===== src/rtl/apb_adapter_pkg.sv =====
// Shared types and width helpers for the APB slave adapter and its wait timer.
package apb_adapter_pkg;

    typedef enum logic [2:0] {
        IDLE,
        WREQ,
        RREQ,
        RWAIT,
        RESP
    } apb_st_e;

    function automatic int unsigned byte_off_w(input int unsigned d_width);
        return $clog2(d_width / 8);
    endfunction

    // A disabled timer (timeout 0) still needs a legal 1-bit counter.
    function automatic int unsigned timer_w(input int unsigned timeout);
        return (timeout == 0) ? 1 : $clog2(timeout + 1);
    endfunction

endpackage


===== src/rtl/apb_wait_timer.sv =====
// Wait-state counter: counts enabled cycles, expires on the TIMEOUT-th one.
module apb_wait_timer
    import apb_adapter_pkg::*;
#(
    parameter int unsigned TIMEOUT = 255
) (
    input  logic clk,
    input  logic rst_n,
    input  logic en,
    input  logic clr,
    output logic expire_c
);

    localparam int unsigned CNT_W = timer_w(TIMEOUT);
    localparam logic [CNT_W-1:0] LAST = CNT_W'((TIMEOUT == 0) ? 0 : TIMEOUT - 1);

    logic [CNT_W-1:0] cnt;

    always_ff @(posedge clk or negedge rst_n) begin
        if (!rst_n) begin
            cnt <= '0;
        end else if (clr) begin
            cnt <= '0;
        end else if (en) begin
            cnt <= cnt + CNT_W'(1);
        end
    end

    assign expire_c = (TIMEOUT != 0) && en && (cnt == LAST);

endmodule


===== src/rtl/apb_slave_adapter.sv =====
// APB4 slave front-end translating transfers into the back-end req/ack protocol,
// with range/alignment checks and a wait-state timeout.
module apb_slave_adapter
    import apb_adapter_pkg::*;
#(
    parameter int unsigned          D_WIDTH  = 32,
    parameter int unsigned          A_WIDTH  = 12,
    parameter bit                   STRB_EN  = 1'b1,
    parameter logic [A_WIDTH-1:0]   ADDR_MAX = A_WIDTH'(12'hFFF),
    parameter int unsigned          TIMEOUT  = 255
) (
    input  logic                   pclk,
    input  logic                   presetn,
    input  logic [A_WIDTH-1:0]     paddr,
    input  logic                   psel,
    input  logic                   penable,
    input  logic                   pwrite,
    input  logic [D_WIDTH-1:0]     pwdata,
    input  logic [D_WIDTH/8-1:0]   pstrb,
    output logic                   pready,
    output logic [D_WIDTH-1:0]     prdata,
    output logic                   pslverr,
    output logic                   wr_o,
    input  logic                   wr_ack_i,
    output logic [A_WIDTH-1:0]     waddr_o,
    output logic [D_WIDTH-1:0]     wdata_o,
    output logic [D_WIDTH/8-1:0]   wbyte_enable_o,
    output logic                   rd_o,
    output logic [A_WIDTH-1:0]     raddr_o,
    output logic [D_WIDTH/8-1:0]   rbyte_enable_o,
    input  logic [D_WIDTH-1:0]     rdata_i,
    input  logic                   read_valid_i,
    output logic                   read_ready_o,
    output logic                   wstuck_o,
    output logic                   rstuck_o
);

    localparam int unsigned STRB_W = D_WIDTH / 8;
    localparam int unsigned BOFF_W = byte_off_w(D_WIDTH);

    apb_st_e              state_q, state_d;
    logic                 err_q, err_d;
    logic [A_WIDTH-1:0]   addr_q, addr_d;
    logic [D_WIDTH-1:0]   wdata_q, wdata_d;
    logic [STRB_W-1:0]    strb_q, strb_d;
    logic [D_WIDTH-1:0]   prdata_d;
    logic                 wstuck_d, rstuck_d;
    logic [STRB_W-1:0]    strb_sel;
    logic                 addr_err;
    logic                 timer_en, timer_clr, expire_c;

    assign strb_sel  = STRB_EN ? pstrb : '1;
    assign addr_err  = (paddr > ADDR_MAX) || (paddr[BOFF_W-1:0] != '0);
    assign timer_en  = (state_q == WREQ) || (state_q == RWAIT);
    assign timer_clr = (state_d != WREQ) && (state_d != RWAIT);

    apb_wait_timer #(
        .TIMEOUT (TIMEOUT)
    ) u_timer (
        .clk      (pclk),
        .rst_n    (presetn),
        .en       (timer_en),
        .clr      (timer_clr),
        .expire_c (expire_c)
    );

    // Next-state and next-output decode; a dropped psel always wins and aborts.
    always_comb begin
        state_d  = state_q;
        err_d    = err_q;
        addr_d   = addr_q;
        wdata_d  = wdata_q;
        strb_d   = strb_q;
        prdata_d = '0;
        wstuck_d = 1'b0;
        rstuck_d = 1'b0;
        unique case (state_q)
            IDLE: begin
                if (psel && !penable) begin
                    addr_d  = paddr;
                    wdata_d = pwdata;
                    strb_d  = strb_sel;
                    err_d   = addr_err;
                    if (addr_err || (pwrite && (strb_sel == '0))) begin
                        state_d = RESP;
                    end else begin
                        state_d = pwrite ? WREQ : RREQ;
                    end
                end
            end
            WREQ: begin
                if (!psel) begin
                    state_d = IDLE;
                    err_d   = 1'b0;
                end else if (wr_ack_i) begin
                    state_d = RESP;
                end else if (expire_c) begin
                    state_d  = RESP;
                    err_d    = 1'b1;
                    wstuck_d = 1'b1;
                end
            end
            RREQ: begin
                if (!psel) begin
                    state_d = IDLE;
                    err_d   = 1'b0;
                end else begin
                    state_d = RWAIT;
                end
            end
            RWAIT: begin
                if (!psel) begin
                    state_d = IDLE;
                    err_d   = 1'b0;
                end else if (read_valid_i) begin
                    state_d  = RESP;
                    prdata_d = rdata_i;
                end else if (expire_c) begin
                    state_d  = RESP;
                    err_d    = 1'b1;
                    rstuck_d = 1'b1;
                end
            end
            RESP: begin
                state_d = IDLE;
                err_d   = 1'b0;
            end
            default: begin
                state_d = IDLE;
                err_d   = 1'b0;
            end
        endcase
    end

    // State, request payload and registered APB/back-end outputs.
    always_ff @(posedge pclk or negedge presetn) begin
        if (!presetn) begin
            state_q      <= IDLE;
            err_q        <= 1'b0;
            addr_q       <= '0;
            wdata_q      <= '0;
            strb_q       <= '0;
            pready       <= 1'b0;
            pslverr      <= 1'b0;
            prdata       <= '0;
            wr_o         <= 1'b0;
            rd_o         <= 1'b0;
            read_ready_o <= 1'b0;
            wstuck_o     <= 1'b0;
            rstuck_o     <= 1'b0;
        end else begin
            state_q      <= state_d;
            err_q        <= err_d;
            addr_q       <= addr_d;
            wdata_q      <= wdata_d;
            strb_q       <= strb_d;
            pready       <= (state_d == RESP);
            pslverr      <= (state_d == RESP) && err_d;
            prdata       <= prdata_d;
            wr_o         <= (state_d == WREQ);
            rd_o         <= (state_d == RREQ);
            read_ready_o <= (state_d == RWAIT);
            wstuck_o     <= wstuck_d;
            rstuck_o     <= rstuck_d;
        end
    end

    assign waddr_o        = addr_q;
    assign raddr_o        = addr_q;
    assign wdata_o        = wdata_q;
    assign wbyte_enable_o = strb_q;
    assign rbyte_enable_o = '1;

endmodule

===== config.mk =====
export PLATFORM = sky130hd
export DESIGN_NAME = apb_slave_adapter
export DESIGN_NICKNAME = d
export VERILOG_FILES = /design/src/rtl/apb_adapter_pkg.sv /design/src/rtl/apb_wait_timer.sv /design/src/rtl/apb_slave_adapter.sv
export SDC_FILE = /design/constraint.sdc
export NUM_CORES = 1
export LEC_CHECK = 0
export BUFFER_PORTS_ARGS = -buffer_cell sky130_fd_sc_hd__buf_2
export CAP_MARGIN = 10
export CORE_MARGIN = 2
export CORE_UTILIZATION = 40
export CTS_BUF_LIST = sky130_fd_sc_hd__clkbuf_4 sky130_fd_sc_hd__clkbuf_8 sky130_fd_sc_hd__clkbuf_16
export DETAILED_ROUTE_END_ITERATION = 10
export GPL_TIMING_DRIVEN = 0
export PLACE_DENSITY_LB_ADDON = 0.12
export SYNTH_ARGS = -nofsm -noshare
export SYNTH_HDL_FRONTEND = slang
export SYNTH_SLANG_ARGS = --single-unit

===== constraint.sdc =====
create_clock -name pclk -period 2 [get_ports pclk]
set_input_delay 0.4 -clock pclk [delete_from_list [all_inputs] [get_ports pclk]]
set_output_delay 0.4 -clock pclk [all_outputs]
set_load 0.1 [all_outputs]

==> qor.txt, run 1 <==
CP max stage delay: 600 ps
register area: 0.00248 mm²
initial antenna violation count: 0
Flop pwr share: 34.8%
status: complete, no violations
Worst-Skew Late Latency: 360 ps
Switch Pwr: 3.30 mW
final core occ: 54.8%
post-synth top area share: 62.8%
chip width: 103 µm
filler cell count: 846
Post-synth EDFFs: 0
worst path required time: 2250 ps
CTS tree: yes
Post-Place Cells: 599
fin nets: 567
clk_skew: 9.14 ps
Worst setup SP type: flop
vias in the first global route: 2490
clock power share: 19.5%
commonest non-fill, non-tap cell in the layout: buf_2
ys async rst share: 100%
CP Cell Sequence: or4b_4 -> nor2_8 -> buf_8 -> buf_12 -> mux2_4
post-synth top area cell: dfrtp_1
Syn-to-layout area delta: 34.6%
largest net degree at the start of global routing: 72
CTS buffer count: 9
Net Sw Frac: 48.7%
crit path capture type: flop
Site Rows: 36
I/O pin cnt: 190
core footprint: 0.00968 mm²
#FFs+latches synth: 99
Pre-antenna DRT Iters: 4
Final Hold Viols: 0
antenna-violating nets left: 0
Post-Syn Area: 0.00394 mm²
Final min period: 1930 ps
total die area: 0.0107 mm²
final worst slack: 70.1 ps
WP data arrival: 2180 ps
drt wl/cell: 13.4 µm
via/cell ratio: 4.43
share of layout cells above drive strength 1: 59.6%
Multi-input gate area: 0.00127 mm²
slowest stage cell on the critical path: or4b_4
RSZ-0062 raised after global routing: no
Fmax: 518 MHz
Die Height: 103 µm
Final Non-Filler Cells: 616
CTS max path bufs: 2
maximum VDD drop: 0.000711 V
drt drc: 0
sequential share of the synthesized area: 62.8%
crit-path max FO: 10
Initial Util: 40.7%
Synth Area per Inst: 14.2 µm²
H-tree depth: 3
total track usage: 15.2%
dpl ws: 58.1 ps
MaxCap Viol Count: 0
Detailed Route WL: 8.26 mm
total number of vias: 2729
DRT iter0 DRCs: 60
Slew Limit Fails: 0
most frequent cells in the layout: 186 x buf_2, 99 x dfrtp_1, 38 x mux2_2
Hold Crit Class: primary input to flop
CTS sink count: 99
CTS clk-pin slew, worst paths: 100 ps
Finished Cell Area: 0.00531 mm²
PwrDens: 1280 mW/mm²
root buffer cell: clkbuf_8
ys flop type: dfrtp_1
Comb pwr share: 45.7%
DP HPWL: 6.29 mm
P_int: 3.47 mW
Overflow after GRT: 0
GPL Wtd Cong: 0.707
Post-DP Area: 0.00508 mm²
global-route wire length before repair: 12.2 mm
Yosys cell types: 43
Syn Inst Count: 277
IO buf count: 185
critical setup path kind: flop to flop
crit share post-route: 96.5%
Final Setup Violations: 0
yosys warns: 0
Lkg Pwr: 2.80 nW
ANT cells: 0
Synth area leaders: dfrtp_1 63%, mux2_2 11%, and2_1 5.1%, mux2_4 3.8%, buf_4 3.6%
## power by group through the flow
stage	clock (mW)	sequential (mW)	combinational [mW]
after floorplan	0	4.10	0.894
after global placement	0	2.39	3.09
after detailed placement	0	2.40	3.10
after CTS	1.37	2.36	3.11
after global routing	1.46	2.39	3.20
final	1.32	2.36	3.09
## flip-flops by register name, summed over array words and instances, names as in the netlist
name	flops
err_q	1
pready	1
wr_o	1
wstuck_o	1
wbyte_enable_o	4
u_timer.cnt	8
read_ready_o	1
rd_o	1
pslverr	1
raddr_o	12
wdata_o	32
rstuck_o	1
prdata	32
state_q	3
## worst paths after layout
kind,from,to,slack (ps),depth (start not counted)
setup reg to reg,state_q[1]$_DFF_PN0_,raddr_o[4]$_DFFE_PN0P_,70,5
hold reg to reg,wdata_o[13]$_DFFE_PN0P_,wdata_o[13]$_DFFE_PN0P_,500,1
setup / recovery,state_q[1]$_DFF_PN0_,raddr_o[4]$_DFFE_PN0P_,70,5
min in group asynchronous,presetn,wdata_o[20]$_DFFE_PN0P_,510,2
hold / removal,rdata_i[27],prdata[27]$_DFF_PN0_,230,2
max in group asynchronous,presetn,raddr_o[1]$_DFFE_PN0P_,800,3
## cell usage after synthesis (3+ instances only)
cell       n
mux2_4    10
nand4_1    4
nand2_1    6
and2_1    32
or2_2      3
clkbuf_1   4
xor2_1     5
o21ai_0    3
buf_4     19
mux2_2    38
inv_1      3
dfrtp_1   99
nor2b_1    3
nor2_1    14
## layer usage
layer	share of wire, %	track usage, %
met1	42	19.0
met2	45	23.3
met3	11	6.05
met4	1.6	6.98
met5	0	0
## worst max-delay path, delay by kind of cell, from the launching register on
family | cells | cell delay, ps
and+or+nand+nor | 2 | 740
DFF | 1 | 470
buffers and inverters | 2 | 300
muxes | 1 | 300
## stage by stage
step                      power, mW  hold slack (ps)  setup TNS (ps)
after global routing           7.05              219               0
after detailed placement       5.50              359               0
final                          6.77              231               0
after floorplan                4.99              104               0
after global placement         5.47              483          -48450
after CTS                      6.84              210               0
## repair_timing
item	4_1_cts	5_1_grt
resized for setup	0	7
hold endpoints to repair	28	0
hold buffers	1	0
setup buffers	0	0
setup endpoints to repair	0	31
## kinds of logic after synthesis
family                     share of synthesized area [%]
AOI/OAI and AO/OA                                   2.13
and+or+nand+nor                                     12.3
muxes                                               14.9
DFF                                                 62.8
other                                             0.0951
adders and majority gates                          0.635
buffers and inverters                               5.55
xor gates and xnor gates                            1.56
## final cells by class
class                   instances  area share [%]
flip-flops and latches         99            46.7
multi-input cells             150            23.9
repair buffers                187            18.2
plain buffers                  28            3.96
well taps                     133            3.14
clock buffers                  12            3.00
clock inverters                 4           0.920
inverters                       3           0.212
No activity file was read; power rests on OpenSTA's default activity.
==> run 2, diff against run 1 <==
CORE_ASPECT_RATIO = 0.75   (was default)
SLEW_MARGIN = 25   (was default)
clock period = 2.05 ns   (was 2 ns; I/O delays follow)
==> run 2 against run 1 <==
Sequential power down 3%. First-iteration DRC count up 77%. Maximum frequency is essentially flat. Global-route usage rose by 1.1 points. Final area rose by 2.0%. Worst setup slack gained 49 ps. Clock-buffer cell count is 3 lower. Utilization rose by 1.5 points. Via count grew 0.70%.
==> qor.txt, run 2 (same netlist as run 1, synthesis figures left out) <==
status: complete, no violations
WP data arrival: 2150 ps (-30 ps)
drt wl/cell: 13.5 µm (+0.45%)
I/O pin cnt: 190 (unchanged)
Slew Limit Fails: 0 (unchanged)
Post-Place Cells: 598 (-0.17%)
chip width: 119 µm (+15%)
Switch Pwr: 3.29 mW (-0.31%)
IO buf count: 185 (unchanged)
largest net degree at the start of global routing: 59 (-18%)
Worst-Skew Late Latency: 330 ps (-30 ps)
M1 GR Usage: 20.8% (+1.9 points)
FF-to-FF setup slack: 120 ps (+50 ps)
DRT iter0 DRCs: 106 (+77%)
commonest non-fill, non-tap cell in the layout: buf_2
vias in the first global route: 2745 (+10%)
Fin Hold WS: 273 ps (+41.6 ps)
PwrDens: 1310 mW/mm² (+2.8%)
worst slew pin tran: 514 ps
Die Height: 90.0 µm (-13%)
initial antenna violation count: 0 (unchanged)
most frequent cells in the layout: 186 x buf_2, 99 x dfrtp_1, 38 x mux2_2
Reg2Reg Depth: 5 (unchanged)
Pre-antenna DRT Iters: 4 (unchanged)
Lkg Pwr: 2.85 nW (+1.6%)
Final Setup Violations: 0 (unchanged)
Final Non-Filler Cells: 615 (-0.16%)
H-tree depth: 3 (unchanged)
Global Route met2 Usage: 24.2% (+0.96 points)
antenna-violating nets left: 0 (unchanged)
total number of vias: 2748 (+0.70%)
M3 GR Usage: 7.61% (+1.6 points)
Final min period: 1930 ps (+1.37 ps)
Initial Util: 41.0% (+0.28 points)
crit share post-route: 94.2% (-2.3 points)
CTS sink count: 99 (unchanged)
worst path required time: 2270 ps (+20 ps)
clk_skew: 3.79 ps (-5.35 ps)
DP HPWL: 6.23 mm (-0.99%)
drt drc: 0 (unchanged)
critical setup path kind: flop to flop
via/cell ratio: 4.47 (+0.86%)
global-route wire length before repair: 13.6 mm (+11%)
Net Sw Frac: 46.3% (-2.4 points)
CP max stage delay: 600 ps (about the same)
crit path capture type: flop
Syn-to-layout area delta: 37.3%
root buffer cell: clkbuf_16
slew margin rel.: 65.9%
total die area: 0.0107 mm² (about the same)
Detailed Route WL: 8.29 mm (+0.29%)
total track usage: 16.3% (+1.1 points)
CP Cell Sequence: or4b_4 -> nor2_8 -> buf_8 -> buf_12 -> mux2_4
CTS buffer count: 9 (unchanged)
gr busiest metal: met2
Comb pwr share: 42.5% (-3.2 points)
Site Rows: 31 (-14%)
slowest stage cell on the critical path: or4b_4
P_int: 3.81 mW (+9.8%)
RSZ-0062 raised after global routing: no
Worst setup SP type: flop
hold path depth: 2 (unchanged)
CTS max path bufs: 2 (unchanged)
clock power share: 25.1% (+5.6 points)
Hold Crit Class: primary input to flop
CTS tree: yes
maximum VDD drop: 0.000597 V (-16%)
Final Hold Viols: 0 (unchanged)
share of layout cells above drive strength 1: 59.4% (-0.21 points)
CTS clk-pin slew, worst paths: 70 ps (-30 ps)
ANT cells: 0 (unchanged)
fin nets: 567 (unchanged)
crit-path max FO: 10 (unchanged)
Overflow after GRT: 0 (unchanged)
MaxCap Viol Count: 0 (unchanged)
GPL Wtd Cong: 0.717 (+1.4%)
core footprint: 0.00962 mm² (-0.67%)
Fmax: 518 MHz (about the same)
Flop pwr share: 32.4% (-2.4 points)
## run 2: cell count changes in the layout (fill, tap and decap cells not counted), sizes merged
cell / before / now
clkinvlp: 0 / 1
bufinv: 1 / 2
clkbuf: 17 / 14
inv: 3 / 4
## run 2: cell type report
class                      count  area [µm²]
clock buffer                   9         225
tap                          132         165
fill                         834        4210
sequential                    99        2480
inverter                       3        11.3
clock inverter                 7        91.3
multi-input combinational    150        1260
timing repair buffer         187         970
buffer                        28         210
## run 2: path summary, 6_finish.rpt
check / to / start
setup / recovery: raddr_o[6]$_DFFE_PN0P_ / state_q[1]$_DFF_PN0_
hold / removal: prdata[3]$_DFF_PN0_ / rdata_i[3]
setup reg to reg: raddr_o[6]$_DFFE_PN0P_ / state_q[1]$_DFF_PN0_
hold reg to reg: wdata_o[22]$_DFFE_PN0P_ / wdata_o[22]$_DFFE_PN0P_
max in group asynchronous: wdata_o[24]$_DFFE_PN0P_ / presetn
min in group asynchronous: raddr_o[2]$_DFFE_PN0P_ / presetn
## run 2: metal layers
layer | up-vias | routed length (µm) | part of all wire (%)
met2 | 152 | 3590 | 43
met3 | 9 | 1060 | 13
met4 | 0 | 115 | 1.4
met5 | - | 0 | 0
li1 | 1315 | - | -
met1 | 1272 | 3520 | 43
## run 2: stage by stage
step                utilization (%)  setup slack, ps  instance area [µm²]  TNS [ps]  power, mW
CTS                            56.2              102                 5410         0       7.19
floorplan                         -              256                 3950         0       4.87
global placement               52.4             -454                 5040    -44370       5.34
global route                   56.3             65.2                 5410         0       7.36
finish                         56.3              119                 5410         0       7.10
detailed placement             52.8             97.5                 5080         0       5.37
## run 2: power groups by stage
| stage | logic, mW | clock network (mW) | registers [mW] |
|---|---|---|---|
| 2_1_floorplan | 0.872 | 0 | 4.00 |
| 3_3_place_gp | 3.01 | 0 | 2.33 |
| 3_5_place_dp | 3.03 | 0 | 2.34 |
| 4_1_cts | 3.03 | 1.85 | 2.30 |
| 5_1_grt | 3.10 | 1.92 | 2.34 |
| 6_report | 3.02 | 1.78 | 2.30 |
## run 2: repair_timing
action,in CTS,in global routing
gates resized for setup,0,6
setup buffers,0,0
endpoints found under the setup margin,0,18
endpoints found under the hold margin,41,0
hold buffers,1,0
## run 2: critical path: cells and delay by family, from the launching register on
family	cells	cell delay, ps
simple gates	2	740
flops	1	460
buf+inv	2	310
mux	1	300
